File: src/rtl/n_bit_serial_sub_pkg.sv
// n_bit_serial_sub_pkg: shared FSM encodings and default width for the serial subtractor
package n_bit_serial_sub_pkg;
  localparam logic [1:0] IDLE = 2'd0;
  localparam logic [1:0] RUN  = 2'd1;
  localparam logic [1:0] DONE = 2'd2;
  localparam int DEFAULT_WIDTH = 4;
endpackage

File: src/rtl/n_bit_serial_sub_one_bit_fs.sv
// one_bit_fs: gate-level combinational full subtractor (diff = a^b^b_in, borrow out)
module one_bit_fs (
  input  wire a,
  input  wire b,
  input  wire b_in,
  output wire diff,
  output wire b_out
);
  wire t, na, p, q, r;
  xor x1 (t, a, b);
  xor x2 (diff, t, b_in);
  not n1 (na, a);
  and g1 (p, na, b);
  and g2 (q, na, b_in);
  and g3 (r, b, b_in);
  or  o1 (b_out, p, q, r);
endmodule

File: src/rtl/n_bit_serial_sub.sv
// n_bit_serial_sub: bit-serial LSB-first subtractor d = a - b - b_in_initial with start/done handshake
module n_bit_serial_sub
  import n_bit_serial_sub_pkg::*;
#(
  parameter int WIDTH = DEFAULT_WIDTH
) (
  input  logic             clk,
  input  logic             rst,
  input  logic             start,
  input  logic [WIDTH-1:0] a,
  input  logic [WIDTH-1:0] b,
  input  logic             b_in_initial,
  output logic             busy,
  output logic             done,
  output logic [WIDTH-1:0] d,
  output logic             b_out_final
);
  localparam int CW = WIDTH > 1 ? $clog2(WIDTH) : 1;
  logic [1:0]       state;
  logic [WIDTH-1:0] a_sr, b_sr, res_sr, res_next;
  logic [CW-1:0]    cnt;
  logic             borrow, diff_bit, borrow_next;
  one_bit_fs u_fs (
    .a(a_sr[0]),
    .b(b_sr[0]),
    .b_in(borrow),
    .diff(diff_bit),
    .b_out(borrow_next)
  );
  // shift form avoids a reversed slice when WIDTH is 1
  assign res_next = (res_sr >> 1) | (WIDTH'(diff_bit) << (WIDTH - 1));
  assign busy = state == RUN || state == DONE;
  assign done = state == DONE;
  always_ff @(posedge clk) begin
    if (rst) begin
      state       <= IDLE;
      a_sr        <= '0;
      b_sr        <= '0;
      res_sr      <= '0;
      borrow      <= 1'b0;
      cnt         <= '0;
      d           <= '0;
      b_out_final <= 1'b0;
    end else begin
      case (state)
        IDLE: if (start) begin
          a_sr   <= a;
          b_sr   <= b;
          borrow <= b_in_initial;
          cnt    <= '0;
          state  <= RUN;
        end
        RUN: begin
          a_sr   <= a_sr >> 1;
          b_sr   <= b_sr >> 1;
          res_sr <= res_next;
          borrow <= borrow_next;
          cnt    <= cnt + 1'b1;
          if (cnt == CW'(WIDTH - 1)) begin
            d           <= res_next;
            b_out_final <= borrow_next;
            state       <= DONE;
          end
        end
        default: state <= IDLE;
      endcase
    end
  end
endmodule

File: config.mk
export PLATFORM = sky130hd
export DESIGN_NAME = n_bit_serial_sub
export DESIGN_NICKNAME = d
export VERILOG_FILES = /design/src/rtl/n_bit_serial_sub_pkg.sv /design/src/rtl/n_bit_serial_sub_one_bit_fs.sv /design/src/rtl/n_bit_serial_sub.sv
export SDC_FILE = /design/constraint.sdc
export NUM_CORES = 1
export LEC_CHECK = 0
export ABC_CLOCK_PERIOD_IN_PS = 2400
export CAP_MARGIN = 0
export CORE_UTILIZATION = 45
export CTS_BUF_LIST = sky130_fd_sc_hd__clkbuf_2
export DETAILED_ROUTE_END_ITERATION = 12
export GPL_ROUTABILITY_DRIVEN = 0
export PLACE_DENSITY = 0.8
export SYNTH_ARGS = -nofsm -noshare
export SYNTH_HDL_FRONTEND = slang
export SYNTH_SLANG_ARGS = --single-unit
File: constraint.sdc
create_clock -name clk -period 2.4 [get_ports clk]
set_clock_uncertainty 0.2 [all_clocks]
set_input_delay 0.72 -clock clk [delete_from_list [all_inputs] [get_ports clk]]
set_output_delay 0.72 -clock clk [all_outputs]
set_load 0.01 [all_outputs]
Word level (Yosys, flattened, before mapping)
Index checks and enable logic that the tools add are counted.
- $add $sub $neg: 1
- equal/unequal tests: 5
- mux-type cells: 11
- bitwise gates (word level): 7
- reductions and logical operators: 7
- operators by type and width (kind ; count):
    $pmux 4 s2 ; 2
    $mux 4 ; 2
    $pmux 2 s2 ; 2
    $mux 2 ; 3
    $reduce_and 2->1 ; 3
    $eq 2x2->1 const B ; 2
    $or 3x4->4 ; 1
    $and 1x1->1 ; 3
    $reduce_or 3->1 ; 1
    $add 2x1->2 const B ; 1
    $eq 2x1->1 const B ; 1
    $logic_not 2->1 ; 1
    $ne 2x1->1 const B ; 1
    $ne 2x2->1 const B ; 1
    $pmux 1 s2 ; 1
    $reduce_bool 2->1 ; 1
    $xor 1x1->1 ; 2
    $logic_or 1x1->1 ; 1
    $mux 1 ; 1
    $not 1->1 ; 1
- bits in registers: 22
- input port bits: 12
- output and inout bits: 7
- logic and storage cells: 39

Longest topological paths before layout
- word-level depth: 4
- depth in mapped cells: 7
- gate-level depth less buffers: 5

By module
From an unflattened synthesis, not the netlist that was laid out.
- cell total of the unflattened synthesis: 100
- area, all modules: 952.2 um^2
- modules (own cells, without submodules) (module ; times used ; cells each ; area an instance (um^2) ; seq. area each (um^2)):
    n_bit_serial_sub ; 1 ; 97 ; 924.6 ; 420.4
    one_bit_fs ; 1 ; 3 ; 27.5 ; 0.0

Least setup slack after synthesis
Ideal clock, no wire load.
- path type: register to output
- from: register state[0]
- to: output port busy
- data arrival time: 734 ps
- data required time: 1480 ps
- setup slack: 746 ps
- stages on the path, launching flop included: 3
- path through: dfxtp_1 inv_1 ha_1
- word-level cells in the longest chain between the ends: 2
- RTL lines (what ; line ; RTL):
    start: declaration ; n_bit_serial_sub.sv:19 ; logic [1:0] state;
    start signal: assignment ; n_bit_serial_sub.sv:36 ; state <= IDLE;
    start signal: assignment ; n_bit_serial_sub.sv:51 ; state <= RUN;
    start signal: assignment ; n_bit_serial_sub.sv:62 ; state <= DONE;
    $eq 2x1->1 or $eq 2x2->1 (tied branches) ; n_bit_serial_sub.sv:32 ; assign busy = state == RUN || state == DONE;
    $logic_or 1x1->1 * ; n_bit_serial_sub.sv:32 ;
    end: declaration ; n_bit_serial_sub.sv:13 ; output logic busy,
Every way passes the cells marked *; elsewhere a longest branch is shown, timed or not.

Worst setup path after layout
- from: register state[1]
- to: output port busy
The elaborated chain is that of the path after synthesis.

==> flow_metrics.py <==
metrics = {
    "detailed_routing": {
        "detail_route.wl_per_cell_um": 11.2,
        "route.detailed.vias_per_inst": 5.18,
        "route.vias.total": 757,
        "finalWirelength_um": 1630,
        "remaining_drc_errors": 0,
        "drt-pass1-iter-count": 4,
        "first_iter_violations": 16,
        "ant_nets_after_route": 0,
    },
    "global_route": {
        "grt_usage_pct": 15.5,
        "grt_start_max_net_pins": 21,
        "first_global_vias": 708,
        "grt_first_pass_wirelength_um": 2970,
        "antenna_found_initial": 0,
        "globalRouteOverflowTotal": 0,
    },
    "synthesis": {
        "synth_adder_area_share_pct": 8.28,
        "yosys.area.top_type_share_pct": 42.2,
        "synthMostInstantiatedCell": "sky130_fd_sc_hd__dfxtp_1",
        "ys_warn_count": 0,
        "ys_top_cells_by_area": "sky130_fd_sc_hd__dfxtp_1, sky130_fd_sc_hd__mux2i_1, sky130_fd_sc_hd__a211oi_2",
        "ys_types": 23,
        "synth_top_family_by_area": "compound AO/OA/AOI/OAI gates",
        "mappedNetlistNets": 118,
        "ys_dominant_reg_cell": "sky130_fd_sc_hd__dfxtp_1",
        "synth_area_leader_cell": "sky130_fd_sc_hd__dfxtp_1",
        "synthMuxAreaShare_pct": 11.5,
        "synthesis.area_um2": 997,
        "synth.ff_latch_count": 21,
        "synth_commonest_cells": "sky130_fd_sc_hd__dfxtp_1, sky130_fd_sc_hd__nor2_1, sky130_fd_sc_hd__a21oi_1, sky130_fd_sc_hd__mux2i_1, sky130_fd_sc_hd__nand2_1",
        "synth-xor-area-share_pct": 0,
        "netlist_instances": 100,
        "post_synthesis_compound_gate_area_fraction_pct": 17.8,
        "post_synth_and_or_nand_nor_area_fraction_pct": 13.3,
        "synth_async_sr_flop_share_pct": 0,
        "avgSynthCellArea_um2": 9.97,
        "synth_edf_count": 0,
        "synth-seq-area-share_pct": 42.2,
    },
    "floorplan": {
        "num_io_pins": 19,
        "core_um2": 2020,
        "die_width_um": 49.1,
        "fp.dieArea_um2": 2410,
        "initial_utilization_pct": 49.3,
        "die_y_um": 49.1,
        "placementRows": 16,
    },
    "cts": {
        "cts.hold.buffers_added": 0,
        "cts.path.max_buffers": 2,
        "clock_tree.htree_level_count": 1,
        "numClockSinks": 21,
        "cts.reportedPaths.clkPinSlew_ns": 0.19,
        "worst_skew_late_latency_ns": 0.30,
        "cts_buffer_count": 3,
        "cts_tree": "done",
        "ctsRootBufferMaster": "sky130_fd_sc_hd__clkbuf_2",
    },
    "final_layout": {
        "antenna_cells": 0,
        "layout-drive-gt1-share_pct": 15.1,
        "syn2layout_area_growth_pct": 21.5,
        "design.final.nets": 138,
        "final.fill_count": 174,
    },
    "critical_path": {
        "worst-path-buf-inv": 2,
        "critical_path.top_delay_family": "buffers and inverters",
        "crit_path_max_fanout": 4,
        "critical_path_data_arrival_time_ns": 1.29,
        "startpoint_type": "flip-flop",
        "cp_slowest_cell": "sky130_fd_sc_hd__dfxtp_2",
        "critical_path.cell_chain": "inv_1 > ha_1 > dlygate4sd2_1",
        "criticalPathCategory": "flip-flop to output port",
        "endpoint_required_time_on_the_critical_path_ns": 1.48,
        "critPathMaxStageDelay_ns": 0.36,
        "endpoint_kind": "output port",
    },
    "sta": {
        "worst_pin_slew_ns": 0.346,
        "setup_violations": 0,
        "drv_slew": 0,
        "post-route-min-period_ns": 2.21,
        "final.setup.worst_slack_ns": 0.186,
        "rsz0062_at_grt": "no",
        "final_hold_viol_count": 0,
        "setup-tns-final_ns": 0,
        "fmaxAchievable_mhz": 452,
        "finalCritPeriodShare_pct": 92.3,
        "slew_headroom_pct": 76.3,
    },
    "placed_design": {
        "place_worst_setup_slack_ns": 0.242,
        "dp.final_hpwl_um": 1200,
        "placement.io_buffers": 18,
    },
    "pwr": {
        "netSwitchingFraction_pct": 30.6,
        "share_comb_of_total_power_pct": 28.5,
        "p_per_area_nw_per_um2": 631,
        "ir_drop_mv": 0.436,
        "internal-power_uw": 531,
        "netSwitchingPower_uw": 234,
        "fin_total_pwr_uw": 765,
        "seqPwrFrac_pct": 52.5,
        "power_frac_clock_pct": 19.0,
        "power_leakage_uw": 0.000472,
    },
    "outcome": {
        "status": "completed",
    },
    "run": {
        "max_cap_violations": 0,
    },
    "min_path": {
        "hold_path.class": "flip-flop to flip-flop",
    },
}
==> power by group through the flow <==
stage	combinational [µW]	sequential, µW	clock (µW)
floorplan	182	405	0
global placement	212	408	0
detailed placement	217	410	0
CTS	221	402	147
global route	245	407	166
finish	218	401	145
==> per-layer routing <==
layer  wire length (µm)  GRT usage, %
met3                 53          2.80
met5                  0             0
met4                  2          4.41
met2                735          24.9
met1                838          21.1
==> cell families (layout without fill, tap and decap cells) <==
kind of cell             after synthesis  in the layout
buffers and inverters                 11             30
multiplexers                          11             11
adder cells (fa/ha/maj)                6              6
AND/OR/NAND/NOR                       29             29
flip-flops                            21             21
AO/OA/AOI/OAI                         22             22
==> layout by cell type, fill, tap and decap left out, types with 2 or more instances in the layout <==
master / count
sky130_fd_sc_hd__dfxtp_1: 19
sky130_fd_sc_hd__clkdlybuf4s50_1: 16
sky130_fd_sc_hd__nor2_1: 11
sky130_fd_sc_hd__a21oi_1: 10
sky130_fd_sc_hd__mux2i_1: 10
sky130_fd_sc_hd__nand2_1: 8
sky130_fd_sc_hd__a211oi_2: 7
sky130_fd_sc_hd__nand3_1: 5
sky130_fd_sc_hd__ha_1: 5
sky130_fd_sc_hd__inv_1: 4
sky130_fd_sc_hd__clkbuf_2: 4
sky130_fd_sc_hd__buf_4: 4
sky130_fd_sc_hd__nand3b_1: 3
sky130_fd_sc_hd__a211oi_1: 2
sky130_fd_sc_hd__dfxtp_2: 2
==> registers in the layout (all words and copies together), names as in the netlist <==
name	cells
res_sr	3
borrow	1
a_sr	4
d	4
b_out_final	1
state	2
b_sr	4
cnt	2
==> worst reg2reg max path, stage by stage (launching register included) <==
cell,delay [ns]
sky130_fd_sc_hd__dfxtp_2,0.36
sky130_fd_sc_hd__inv_1,0.11
sky130_fd_sc_hd__ha_1,0.30
sky130_fd_sc_hd__buf_4,0.30
sky130_fd_sc_hd__nand2b_1,0.15
sky130_fd_sc_hd__a21o_1,0.19
sky130_fd_sc_hd__a21oi_1,0.12
==> final timing paths <==
kind,start,endpoint,slack [ns],depth (start not counted)
worst max register to register,state[1],state[1],0.62,6
worst max-delay path,state[1],busy,0.19,3
worst min register to register,b_out_final,b_out_final,0.27,2
worst min-delay path,b_out_final,b_out_final,0.27,2
==> stage by stage <==
step	instances	utilization [%]	cell area, µm²	hold WS (ns)
final	146	59.9	1210	0.269
after global routing	146	59.9	1210	0.299
after CTS	146	59.8	1210	0.272
after detailed placement	141	58.4	1180	0.249
after global placement	141	58.4	1180	0.240
after floorplan	100	-	997	0.232
==> final cells by class <==
type	instances	area (µm²)	area share, %
Multi-Input combinational cell	68	508	41.9
Sequential cell	21	423	34.9
Timing Repair Buffer	22	211	17.5
Tap cell	27	33.8	2.79
Clock buffer	4	20.0	1.65
Inverter	4	15.0	1.24
==> repair_timing <==
action                     in CTS  in global routing
setup endpoints to repair       1                  1
resized for setup               3                  1
setup buffers                   1                  0
(Power assumes the default switching activity.)
